## src/rtl/serial_shifter32.sv

```systemverilog
// Multi-cycle shift/rotate unit: one left-shift datapath that moves one bit per clock.
// Right-direction ops reverse the operand on entry and reverse the result on exit.
module serial_shifter32 #(
   parameter int WIDTH   = 32,
   parameter int SHAMT_W = 5
) (
   input  logic               clk,
   input  logic               reset,
   input  logic               start,
   input  logic [1:0]         op,
   input  logic [SHAMT_W-1:0] shamt,
   input  logic [WIDTH-1:0]   in,
   output logic               busy,
   output logic               done,
   output logic [WIDTH-1:0]   out
);

   localparam logic [1:0] OP_SLL = 2'b00;
   localparam logic [1:0] OP_SRL = 2'b01;
   localparam logic [1:0] OP_SRA = 2'b10;
   localparam logic [1:0] OP_ROR = 2'b11;

   typedef enum logic {
      IDLE  = 1'b0,
      SHIFT = 1'b1
   } state_t;

   state_t               state_reg, state_next;
   logic [1:0]           op_reg, op_next;
   logic [SHAMT_W-1:0]   cnt_reg, cnt_next;
   logic [WIDTH-1:0]     work_reg, work_next;
   logic                 fill_reg, fill_next;
   logic                 busy_reg, busy_next;
   logic                 done_reg, done_next;
   logic [WIDTH-1:0]     out_reg, out_next;

   logic [WIDTH-1:0]     rev_in;
   logic [WIDTH-1:0]     rev_work;
   logic                 shift_bit;

   // Pure wiring bit reversal, shared by operand entry and result exit.
   for (genvar gi = 0; gi < WIDTH; gi++) begin : g_rev
      assign rev_in[gi]   = in[WIDTH-1-gi];
      assign rev_work[gi] = work_reg[WIDTH-1-gi];
   end

   // Bit entering at position 0 each step; in reversed space this becomes the MSB.
   always_comb begin
      shift_bit = 1'b0;
      case (op_reg)
         OP_SRA:  shift_bit = fill_reg;
         OP_ROR:  shift_bit = work_reg[WIDTH-1];
         default: shift_bit = 1'b0;
      endcase
   end

   always_comb begin
      state_next = state_reg;
      op_next    = op_reg;
      cnt_next   = cnt_reg;
      work_next  = work_reg;
      fill_next  = fill_reg;
      busy_next  = busy_reg;
      done_next  = 1'b0;
      out_next   = out_reg;

      case (state_reg)
         IDLE: begin
            if (start) begin
               op_next    = op;
               cnt_next   = shamt;
               busy_next  = 1'b1;
               work_next  = (op == OP_SLL) ? in : rev_in;
               fill_next  = (op == OP_SRA) ? in[WIDTH-1] : 1'b0;
               state_next = SHIFT;
            end
         end
         SHIFT: begin
            if (cnt_reg != '0) begin
               cnt_next  = cnt_reg - SHAMT_W'(1);
               work_next = {work_reg[WIDTH-2:0], shift_bit};
            end else begin
               out_next   = (op_reg == OP_SLL) ? work_reg : rev_work;
               done_next  = 1'b1;
               busy_next  = 1'b0;
               state_next = IDLE;
            end
         end
         default: state_next = IDLE;
      endcase
   end

   always_ff @(posedge clk) begin
      if (reset) begin
         state_reg <= IDLE;
         op_reg    <= '0;
         cnt_reg   <= '0;
         work_reg  <= '0;
         fill_reg  <= 1'b0;
         busy_reg  <= 1'b0;
         done_reg  <= 1'b0;
         out_reg   <= '0;
      end else begin
         state_reg <= state_next;
         op_reg    <= op_next;
         cnt_reg   <= cnt_next;
         work_reg  <= work_next;
         fill_reg  <= fill_next;
         busy_reg  <= busy_next;
         done_reg  <= done_next;
         out_reg   <= out_next;
      end
   end

   assign busy = busy_reg;
   assign done = done_reg;
   assign out  = out_reg;

endmodule
```

## config.mk

```make
export PLATFORM = sky130hd
export DESIGN_NAME = serial_shifter32
export DESIGN_NICKNAME = d
export VERILOG_FILES = /design/src/rtl/serial_shifter32.sv
export SDC_FILE = /design/constraint.sdc
export NUM_CORES = 1
export LEC_CHECK = 0
export ABC_AREA = 1
export CAP_MARGIN = 10
export CORE_MARGIN = 1.5
export CORE_UTILIZATION = 45
export CTS_CLUSTER_DIAMETER = 50
export DETAILED_ROUTE_END_ITERATION = 10
export GPL_ROUTABILITY_DRIVEN = 0
export GPL_TIMING_DRIVEN = 0
export PLACE_DENSITY = 0.7
export RECOVER_POWER = 100
export SLEW_MARGIN = 20
export SYNTH_ARGS = -nofsm -noshare
export SYNTH_HDL_FRONTEND = slang
export SYNTH_SLANG_ARGS = --single-unit
```

## constraint.sdc

```tcl
create_clock -name clk -period 1.9 [get_ports clk]
set_input_delay 0.38 -clock clk [delete_from_list [all_inputs] [get_ports clk]]
set_output_delay 0.38 -clock clk [all_outputs]
set_load 0.05 [all_outputs]
```

# After elaboration in Yosys (flattened, before gate mapping)
# Index checks and enable logic that the tools add are counted.
[totals]
reg_bits = 75
latch_bits = 0
ram_bits = 0
rom_bits = 0
input_bits = 42
out_inout_bits = 34
wordCells = 42
mem_count = 0
[op_classes]
addsub = 1
multipliers = 0
n_div = 0
order_cmp = 0
n_eq_ne = 6
n_shift = 0
mux = 17
bitwise_logic = 2
n_reduce_logical = 8
[op_table]
columns = ["op", "count"]
rows = [
  ["32-bit 2-to-1 mux", 4],
  ["32-bit case mux with 2 select lines", 1],
  ["5-bit 2-to-1 mux", 2],
  ["5-bit case mux with 2 select lines", 1],
  ["2-bit AND reduction", 4],
  ["2-bit == test (second input constant)", 3],
  ["1-bit 2-to-1 mux", 6],
  ["1-bit case mux with 2 select lines", 3],
  ["5-bit nonzero test", 1],
  ["5-bit by 1-bit subtractor with 5-bit output (second input constant)", 1],
  ["2-bit logical NOT", 2],
  ["2-bit inequality test (second input constant)", 2],
  ["2-bit by 1-bit inequality test with 1-bit output (second input constant)", 1],
  ["1-bit NOT", 2],
  ["2-bit OR reduction", 1],
]

# Logic depth before layout (Yosys ltp)
[depth]
depth_word = 4
ltp_mapped = 9
ltp_nobuf = 8

# Least setup slack after synthesis
# Ideal clock, no wire load.
[synth_path]
path_type = "flip-flop to flip-flop"
start = "register cnt_reg[0]"
end = "register work_reg[23]"
setup_time_ns = 0.112
arrival_time_ns = 1.265
required_ns = 1.788
path_slack_ns = 0.524
path_stages_with_launch = 10
path_buffers = 1
synth_period_minus_slack_ns = 1.376
cell_sequence = "dfxtp_1 -> inv_1 -> ha_1 -> nand3_2 -> nand2_4 -> nand2_4 -> clkinv_4 -> buf_6 -> nor2_1 -> nor2_1"
[synth_between]
elab_chain_len = 3
[synth_rtl]
columns = ["item", "line", "text"]
rows = [
  ["start: declaration", "30", "logic [SHAMT_W-1:0] cnt_reg, cnt_next;"],
  ["start signal: assignment", "106", "cnt_reg <= cnt_next;"],
  ["5-bit nonzero test", "79", "if (cnt_reg != '0) begin"],
  ["2-bit by 1-bit inequality test with 1-bit output (no source line)", "--", ""],
  ["2-bit AND reduction (no source line)", "--", ""],
  ["end signal: assignment", "107", "work_reg <= work_next;"],
  ["end: declaration", "31", "logic [WIDTH-1:0] work_reg, work_next;"],
]
# No other way between the ends.
# A chain may end at the register's enable or synchronous reset.

# Worst setup path after layout
[layout_path]
start = "register out_reg[4] (netlist: out[4])"
end = "output out[4]"
[layout_lines]
columns = ["item", "line", "text"]
rows = [
  ["start: declaration", "35", "logic [WIDTH-1:0] out_reg, out_next;"],
  ["start signal: assignment", "111", "out_reg <= out_next;"],
  ["end: declaration", "15", "output logic [WIDTH-1:0] out"],
]
# No word-level cell between the ends.

==> metrics.md <==
| Metric | Value |
|---|---|
| Status | `finished clean` |
| Crit Reg-Reg Endpoint | `work_reg[29]` |
| Bufs on Longest Clock Path | `2` |
| Fin nets | `763` |
| DRT Pass-1 Iters | `5` |
| Die height | `98.2 um` |
| Synth area leader | `dfxtp_1` |
| Cell Rows | `34` |
| EDFF count, synth | `0` |
| Top Ports | `76` |
| Slowest stage cell on the critical path | `clkdlybuf4s50_1` |
| Crit Path Category | `flop to output port` |
| Leak | `2.46 nW` |
| Asr flop ratio synth | `0` |
| # setup viols final | `0` |
| Slowest stage delay, CP | `0.79 ns` |
| CP Capture Type | `output port` |
| Residual DRC | `0` |
| Netlist cell types | `29` |
| DRT Wirelength | `11200 um` |
| Pins Over Slew Limit | `0` |
| Initial antenna violation count | `0` |
| Hold Path End | `fill_reg` |
| Layout Utilization | `0.568` |
| Core area | `0.00876 mm2` |
| Finished Cell Area | `0.00498 mm2` |
| IO buf count | `74` |
| Layout cells sized above 1 | `0.0745` |
| Synth-to-Final Area Change | `22.1%` |
| Starting Density | `0.465` |
| FF-to-FF path depth | `8` |
| R2R Setup Slk | `0.13 ns` |
| Post-synth top cells | `nand2_1 (175), nand3_1 (102), nor2_1 (78)` |
| Hold Buf Count CTS | `0` |
| Arrival time worst endpoint | `1.47 ns` |
| CP bufs+invs | `1` |
| Vias per cell | `5.14` |
| Gr usage total | `0.236` |
| Synthesized instance count | `635` |
| Setup Buffers After CTS | `0` |
| Clock sink count | `75` |
| Hold path startpoint | `reset` |
| Hold WS | `0.343 ns` |
| Post-Layout Cell Count | `833` |
| H-tree Lvls | `3` |
| Critical Path Start Type | `flop` |
| TritonCTS clock tree | `done` |
| Dominant synthesized flop cell | `dfxtp_1` |
| Hold Path Stages | `2` |
| Wire per inst | `13.5 um` |
| Largest net degree at the start of global routing | `14` |
| Placed cells | `817` |
| Max_cap viols | `0` |
| Pwr dens | `938 mW/mm2` |
| Die footprint | `0.00964 mm2` |
| Synth area leaders | `dfxtp_1 (37%), nand2_1 (16%), nand3_1 (13%), nor2_1 (7.2%), inv_1 (6.3%)` |
| Hold Vio Cnt, Final | `0` |
| Antenna Violating Nets Remaining | `0` |
| Gr ovfl total | `0` |
| Slew @ Worst Pin | `0.608 ns` |
| Area of the multi-input gates | `0.00204 mm2` |
| Required @ worst endpoint | `1.52 ns` |
| Mapped Nets | `678` |
| F_max | `0.541 GHz` |
| Number of synthesized register bits | `75` |
| CP top delay family | `buffers and inverters` |
| Diode count | `0` |
| HP Class | `primary input to flop` |
| Avg Inst Size Synth | `6.42 um2` |
| Detailed-route via count | `4283` |
| FF/Latch Area | `0.00150 mm2` |
| Post-Place Cell Area | `0.00495 mm2` |
| Worst flop-to-flop path startpoint | `state_reg` |
| CTS Buf Count | `9` |
| Overall power | `4.67 mW` |
| Clock Tree Root | `clkbuf_8` |
| Clk_skew | `0.0123 ns` |
| Die Wd | `98.2 um` |
| Most instantiated library cell after synthesis | `nand2_1` |
| CP max FO | `2` |
| Crit path time final | `1.85 ns` |
| Mapped cell area | `0.00408 mm2` |
| Share of the synthesized area in the top cell type | `0.368` |
| CP cell instances | `clkdlybuf4s50_1` |
| Seq/Total Area, Yosys | `0.368` |
| Worst-path clk slew | `0.08 ns` |
| Fill count | `874` |
| Synth warnings | `0` |
| Fin crit share | `0.973` |
| Worst skew pair latency | `0.35 ns` |
| Worst vdd ir | `0.403 mV` |
| Max_slew headroom | `0.597` |
| Initial DRC Count | `284` |
| Detail Placement HPWL | `8570 um` |
| Vias in the first global route | `3853` |
| Global-route wire length before repair | `18500 um` |
[per-stage QoR]
stage          setup TNS, ns  setup WS, ns
6_report                   0        0.0513
5_1_grt           -0.0000125    -0.0000125
4_1_cts                    0       0.00529
3_5_place_dp          -0.738       -0.0690
3_3_place_gp          -0.111       -0.0154
2_1_floorplan              0         0.524
[how the worst max path moves through the flow]
| stage | from | end | slack [ns] | depth (start not counted) |
|---|---|---|---|---|
| after global placement | op[1] | work_reg[26] | -0.02 | 8 |
| after detailed placement | op[1] | work_reg[19] | -0.07 | 8 |
| after floorplan | cnt_reg[0] | work_reg[23] | 0.52 | 9 |
| after CTS | out[18] | out[18] | 0.005 | 1 |
| final | out[4] | out[4] | 0.05 | 1 |
| after global routing | out[4] | out[4] | -0.00001 | 1 |
[layout make-up]
type / count / area share
Clock buffer: 10 / 0.0256
Inverter: 73 / 0.0563
Tap cell: 108 / 0.0271
Sequential cell: 75 / 0.302
Buffer: 44 / 0.0475
Multi-Input combinational cell: 443 / 0.411
Clock inverter: 6 / 0.0226
Timing Repair Buffer: 74 / 0.109
[layer usage]
metal,vias up,track usage,wire length [um],part of all wire
li1,2187,-,-,-
met1,1928,0.327,5460,0.49
met2,159,0.378,4980,0.44
met3,9,0.0429,692,0.062
met4,0,0.0618,101,0.0090
met5,-,0,0,0
[power breakdown]
group          leakage [nW]  internal (mW)  switching [mW]
sequential            0.616           1.74          0.0969
clock                 0.121          0.878           0.625
combinational          1.72          0.445           0.890
[logic make-up after synthesis]
kind of cell / Yosys count / share of synthesized area
buf+inv: 117 / 0.130
flops: 75 / 0.368
compound gates: 75 / 0.112
fa+ha+maj: 1 / 0.00307
simple gates: 366 / 0.384
xor+xnor: 1 / 0.00215
[cells in the final DEF (no fill, tap or decap), drive strengths merged, types with 3 or more instances in the layout]
master	n
dfxtp	75
nand3	103
clkdlybuf4s50	42
clkinv	3
a21oi	4
bufinv	3
nor2	81
inv	72
clkbuf	63
nand2	178
buf	23
o211ai	32
o21ai	38
[repair_timing]
item                       4_1_cts  5_1_grt
hold endpoints to repair         0        0
gates resized for setup          0       32
setup endpoints to repair        0       32
(Power assumes the default switching activity.)
